<file path="src/rtl/ctrl_pipe_reg.sv">
// ctrl_pipe_reg: DEPTH-stage control-word pipeline register with stall, flush and
// per-stage valid tracking. Write-enable bits (WE_MASK) of an invalid last stage are
// forced low so a bubble can never commit a write.
// Optional perf counters are built when CTRL_PIPE_PERF_EN is defined; otherwise
// stall_cnt_o/flush_cnt_o read zero. The port list is the same in both builds.
module ctrl_pipe_reg #(
   parameter int unsigned          WIDTH   = 8,
   parameter int unsigned          DEPTH   = 1,
   parameter logic [WIDTH-1:0]     RST_VAL = '0,
   parameter logic [WIDTH-1:0]     WE_MASK = '0
) (
   input  logic                         clk,
   input  logic                         rst,
   input  logic [WIDTH-1:0]             ctrl_i,
   input  logic                         valid_i,
   input  logic                         stall_i,
   input  logic                         flush_i,
   output logic [WIDTH-1:0]             ctrl_o,
   output logic                         valid_o,
   output logic [DEPTH-1:0]             stage_valid_o,
   output logic [$clog2(DEPTH+1)-1:0]   occupancy_o,
   output logic [15:0]                  stall_cnt_o,
   output logic [15:0]                  flush_cnt_o
);

   localparam int unsigned OccW = $clog2(DEPTH + 1);

   logic [WIDTH-1:0] data_q [DEPTH];
   logic [DEPTH-1:0] valid_q;
   logic [OccW-1:0]  occ;

   // Stage registers: flush beats stall, stall beats advance.
   always_ff @(posedge clk or posedge rst) begin
      if (rst) begin
         for (int k = 0; k < int'(DEPTH); k++) data_q[k] <= RST_VAL;
         valid_q <= '0;
      end else if (flush_i) begin
         // The incoming word is discarded along with everything in flight.
         for (int k = 0; k < int'(DEPTH); k++) data_q[k] <= RST_VAL;
         valid_q <= '0;
      end else if (!stall_i) begin
         data_q[0]  <= ctrl_i;
         valid_q[0] <= valid_i;
         for (int k = 1; k < int'(DEPTH); k++) begin
            data_q[k]  <= data_q[k-1];
            valid_q[k] <= valid_q[k-1];
         end
      end
   end

   // Popcount of the per-stage valid bits.
   always_comb begin
      occ = '0;
      for (int k = 0; k < int'(DEPTH); k++) occ = occ + OccW'(valid_q[k]);
   end

   // Output gating: only WE bits are masked; other bits stay visible for debug.
   always_comb begin
      valid_o = valid_q[DEPTH-1];
      ctrl_o  = valid_o ? data_q[DEPTH-1] : (data_q[DEPTH-1] & ~WE_MASK);
   end

   assign stage_valid_o = valid_q;
   assign occupancy_o   = occ;

`ifdef CTRL_PIPE_PERF_EN
   logic [15:0] stall_cnt_q;
   logic [15:0] flush_cnt_q;

   // Saturating event counters, cleared only by reset.
   always_ff @(posedge clk or posedge rst) begin
      if (rst) begin
         stall_cnt_q <= 16'h0000;
         flush_cnt_q <= 16'h0000;
      end else begin
         if (flush_i && (flush_cnt_q != 16'hFFFF)) flush_cnt_q <= flush_cnt_q + 16'd1;
         if (stall_i && !flush_i && (stall_cnt_q != 16'hFFFF)) begin
            stall_cnt_q <= stall_cnt_q + 16'd1;
         end
      end
   end

   assign stall_cnt_o = stall_cnt_q;
   assign flush_cnt_o = flush_cnt_q;
`else
   assign stall_cnt_o = 16'h0000;
   assign flush_cnt_o = 16'h0000;
`endif

endmodule

</file>
<file path="config.mk">
export PLATFORM = sky130hd
export DESIGN_NAME = ctrl_pipe_reg
export DESIGN_NICKNAME = d
export VERILOG_FILES = /design/src/rtl/ctrl_pipe_reg.sv
export SDC_FILE = /design/constraint.sdc
export NUM_CORES = 1
export LEC_CHECK = 0
export ABC_CLOCK_PERIOD_IN_PS = 1140
export CAP_MARGIN = 20
export CELL_PAD_IN_SITES_DETAIL_PLACEMENT = 0
export CELL_PAD_IN_SITES_GLOBAL_PLACEMENT = 2
export CORE_MARGIN = 5
export CORE_UTILIZATION = 29
export CTS_CLUSTER_DIAMETER = 150
export DETAILED_ROUTE_END_ITERATION = 7
export DONT_BUFFER_PORTS = 1
export GPL_TIMING_DRIVEN = 0
export PLACE_DENSITY = 0.78
export SLEW_MARGIN = 25
export SYNTH_ARGS = -nofsm -noshare
export SYNTH_HDL_FRONTEND = slang
export SYNTH_SLANG_ARGS = --single-unit
</file>
<file path="constraint.sdc">
create_clock -name clk -period 1.14 [get_ports clk]
set_clock_uncertainty 0.15 [all_clocks]
set_input_delay 0.057 -clock clk [delete_from_list [all_inputs] [get_ports clk]]
set_output_delay 0.057 -clock clk [all_outputs]
set_load 0.1 [all_outputs]
</file>
# Word level (Yosys, flattened, before mapping)
# Index checks and enable logic that the tools add are counted.
totals:
  regBits: 9
  latch_bits: 0
  mem_bits_rw: 0
  mem_bits_ro: 0
  in_bits: 13
  word_cells: 7
  n_memories: 0
op_classes:
  add_sub_neg: 0
  n_mul: 0
  n_div: 0
  magnitude_cmp: 0
  eq_ne: 1
  shifts: 0
  mux: 4
  n_bitwise: 0
  reduce_logical: 0
op_table:
  columns: ["cell", "count"]
  rows:
  - ["$mux 8", 2]
  - ["$mux 1", 2]
  - ["$ne 2x1->1 const B", 1]

# Depth between registers and ports, before layout
logic_depth:
  ltp_word: 2
  ltp_mapped: 3
  mapped_depth_nobuf: 2

# Worst setup path after synthesis
# Ideal clock, no wire load.
synth_timing:
  path_kind: "reg-to-output"
  start: "register valid_q, in the netlist stage_valid_o"
  end: "output port stage_valid_o"
  arrival_ns: 1.356
  required_ns: 0.933
  setup_slack_ns: -0.423
  path_stages_with_launch: 2
  n_path_buf: 1
  path_cell_list: "dfrtp_1 buf_4"
synth_lines:
  columns: ["item", "line_no", "rtl"]
  rows:
  - ["from (decl)", "29", "logic [DEPTH-1:0] valid_q;"]
  - ["from (signal, indexed assignment)", "46", "valid_q[k] <= valid_q[k-1];"]
  - ["to (decl)", "20", "output logic [DEPTH-1:0] stage_valid_o,"]
# No word-level cell between the ends.

# Final worst setup path
layout_timing:
  start: "register valid_q, in the netlist stage_valid_o"
  end: "output port stage_valid_o"
# No word-level cell between the ends.

==> qor_table.md <==
| Group | Result | Reported |
|---|---|---|
| placement | Count of buffers inserted at the top-level ports | 0 |
| detailed routing | Total iterations of the first detailed-routing run | 2 |
| logic synthesis | Most instantiated library cell after synthesis | buf_4 |
| sta | Unrepaired setup endpoints after global routing | yes |
| pwr | Static Leak | 0.5432 nW |
| setup path | Crit Reg-Reg Startpoint | stage_valid_o |
| setup path | Family of cells with the greatest summed delay on the critical path | flip-flops |
| pwr | Max IR drop VDD | 0.5850 mV |
| job | Max-cap violations | 0 |
| sta | Final clock period utilization by the worst path | 1.178 |
| clocking | CTS Root Cell | clkbuf_4 |
| clocking | Clock latency reported for the late side of the worst-skew pair | 0.26 ns |
| logic synthesis | Largest cells by area after synthesis | buf_4, dfrtp_1, mux2i_1 |
| setup path | Endpoint required time on the critical path | 0.93 ns |
| grt | Vias in the first global route | 438 |
| clocking | CTS tree | built |
| sta | Final hold viol count | 0 |
| cells and area | Fraction of layout cells with a size suffix above 1 | 0.4234 |
| logic synthesis | Warnings from Yosys | 0 |
| cells and area | Final #Nets | 125 |
| sta | Setup tns final | -0.4308 ns |
| logic synthesis | Top cell types by occurrence after synthesis | buf_4, dfrtp_1, mux2i_1, nor2_1 |
| floorplan | Placeable core region | 2002 sq um |
| floorplan | Effective utilization at floorplan | 0.3131 |
| logic synthesis | Number of synthesized flops with an enable pin | 0 |
| logic synthesis | Number of unique standard cell types used by synthesis | 8 |
| setup path | Stage delay of the slowest cell on the critical path | 0.65 ns |
| setup path | Slowest cell on the critical path | dfrtp_4 |
| cells and area | Post-synthesis to final-layout area growth | 55.09% |
| logic synthesis | Mean cell area of the mapped netlist | 9.644 sq um |
| logic synthesis | Post-synthesis cell type with the largest combined area | buf_4 |
| logic synthesis | Sequential area share after synthesis | 0.3593 |
| sta | Crit path time final | 1.342 ns |
| logic synthesis | Synth Flop Type | dfrtp_1 |
| setup path | Flop2flop setup slack | -0.02 ns |
| placement | Placer's final routability congestion estimate | 0.7005 |
| setup path | CP startpoint kind | register |
| setup path | Crit-path cells | buf_12 |
| floorplan | Number of top-level pins | 56 |
| clocking | Clock-pin slew reported for the worst setup and hold paths after clock tree synthesis | 0.06 ns |
| logic synthesis | Top cell type's share of synthesized area | 0.4072 |
| status | Run status | finished with violations |
| clocking | Deepest clock path buffer count | 2 |
| detailed routing | DRT Wirelength | 1255 microns |
| sta | Peak clock frequency supported by timing | 744.9 MHz |
| cells and area | Core occupancy in the finished layout | 0.4856 |
| setup path | End point of the critical path | stage_valid_o |
| setup path | Crit Reg-Reg Endpoint | stage_valid_o |
| clocking | CTS buffer count | 3 |
| floorplan | Die footprint | 3191 sq um |
| detailed routing | First-iteration detailed-routing DRC count | 1 |
| detailed routing | Overall via count from detail_route | 420 |
| placement | HPWL after DPL | 1020 microns |
| sta | Total of endpoints with negative setup slack in the final report | 4 |
| logic synthesis | Synthesized instance count | 65 |
| grt | Total congestion overflow after global routing | 0 |
| sta | Fin. max-slew vios | 0 |
| setup path | Number of buffer and inverter instances along the worst setup path | 1 |
| status | Failing checks | setup timing |
| detailed routing | Remaining DRCs | 0 |
| cells and area | Count of antenna diodes in the layout | 0 |
| grt | Tot GR Track Use | 0.08042 |
| setup path | Timing startpoint of the critical path | stage_valid_o |
| setup path | Peak fanout along the critical path | 4 |
| clocking | H-tree depth reported by CTS | 1 |
| logic synthesis | Post-synth ARST share | 1.000 |
| detailed routing | Avg WL per Cell | 9.094 microns |
| setup path | Depth of the worst register-to-register path | 2 |
| setup path | Levels on crit path | 1 |
| grt | Maximum number of pins on one net before global-route repair | 10 |
| sta | Fin worst setup slack | -0.2024 ns |
| placement | Placement Setup Slack | -0.03550 ns |
| setup path | Path type of the worst setup path | register to primary output |
| hold path | Number of instances on the worst hold path | 2 |
| pwr | PD cells | 1457 nW/um^2 |
| grt | Global-route wire length before repair | 2001 microns |
| setup path | Element type at the critical path end | primary output |
| detailed routing | Final antenna-violating net count | 0 |
| hold path | Worst hold path type | input port to register |
| logic synthesis | Flip-flop and latch count after synthesis | 9 |
| grt | Initial antenna violation count | 0 |
| floorplan | Total number of placement rows | 16 |
| logic synthesis | Total standard cell area after synthesis | 626.9 sq um |
| floorplan | Width of the chip | 56.49 microns |
| detailed routing | Ratio of routed vias to standard cells | 3.043 |
| clocking | Clock Sink Count | 9 |
| floorplan | Vert. Die Dim | 56.49 microns |
| setup path | Critical path data arrival time | 1.14 ns |
[logic make-up (layout without fill, tap and decap cells)]
| kind of cell | after synthesis | count (layout) | synth area share |
|---|---|---|---|
| flip-flops | 9 | 9 | 0.3593 |
| AND/OR/NAND/NOR | 9 | 9 | 0.05389 |
| other | 1 | 32 | 0.005982 |
| buffers and inverters | 37 | 52 | 0.4371 |
| multiplexers | 9 | 9 | 0.1437 |
[area by class of cell]
class	count	area (sq um)
inverter	1	3.754
sequential	9	259.0
multi-input combinational	50	244.0
tap	27	33.78
clock buffer	4	26.28
fill	203	1030
timing repair buffer	11	110.1
buffer	36	295.3
[registers in the layout, summed over array words and instances (netlist names)]
name           count
ctrl_o             8
stage_valid_o      1
[through the flow]
stage / cell area [sq um] / hold WS, ns / total power [mW] / instances
after detailed placement: 794.5 / -0.2255 / 1.128 / 123
final: 972.2 / 0.006587 / 1.417 / 138
after global placement: 794.5 / -0.2269 / 1.127 / 123
after floorplan: 760.7 / -0.2656 / 1.115 / 96
after global routing: 972.2 / 0.02102 / 1.471 / 138
after CTS: 972.2 / 0.006276 / 1.426 / 138
[worst min-delay path by stage]
| stage | start | endpoint | slack [ns] |
|---|---|---|---|
| after detailed placement | rst | stage_valid_o | -0.23 |
| after global routing | flush_i | ctrl_o[4] | 0.02 |
| after global placement | rst | stage_valid_o | -0.23 |
| after CTS | flush_i | ctrl_o[6] | 0.006 |
| after floorplan | rst | stage_valid_o | -0.27 |
| final | flush_i | ctrl_o[3] | 0.007 |
[timing repair]
| action | 4_1_cts | 5_1_grt |
|---|---|---|
| endpoints found under the setup margin | 19 | 12 |
| buffers inserted | 0 | 0 |
| gates resized for setup | 13 | 0 |
| pin swaps | 0 | 1 |
| hold buffers | 11 | 0 |
| hold endpoints to repair | 18 | 0 |
[layout by cell type, fill, tap and decap left out]
cell and n:
clkbuf_4 3, mux2i_1 9, buf_6 1, buf_12 2, dlygate4sd3_1 11, dfrtp_4 9, inv_1 1, nor2_1 9
clkbuf_1 1, conb_1 32, buf_1 1, buf_4 32
[power breakdown]
group / switching (mW) / internal (mW)
Combinational: 0.537 / 0.138
Sequential: 0.152 / 0.348
Clock: 0.107 / 0.135
[routing by layer]
layer / part of all wire / global-route usage / vias to the layer above / routed length, microns
met3: 0.14 / 0.06422 / 0 / 172
met5: 0 / 0 / - / 0
li1: - / - / 225 / -
met2: 0.56 / 0.1370 / 27 / 702
met4: 0 / 0.02034 / 0 / 0
met1: 0.30 / 0.07351 / 168 / 380
Power figures use the tool's default switching activity.
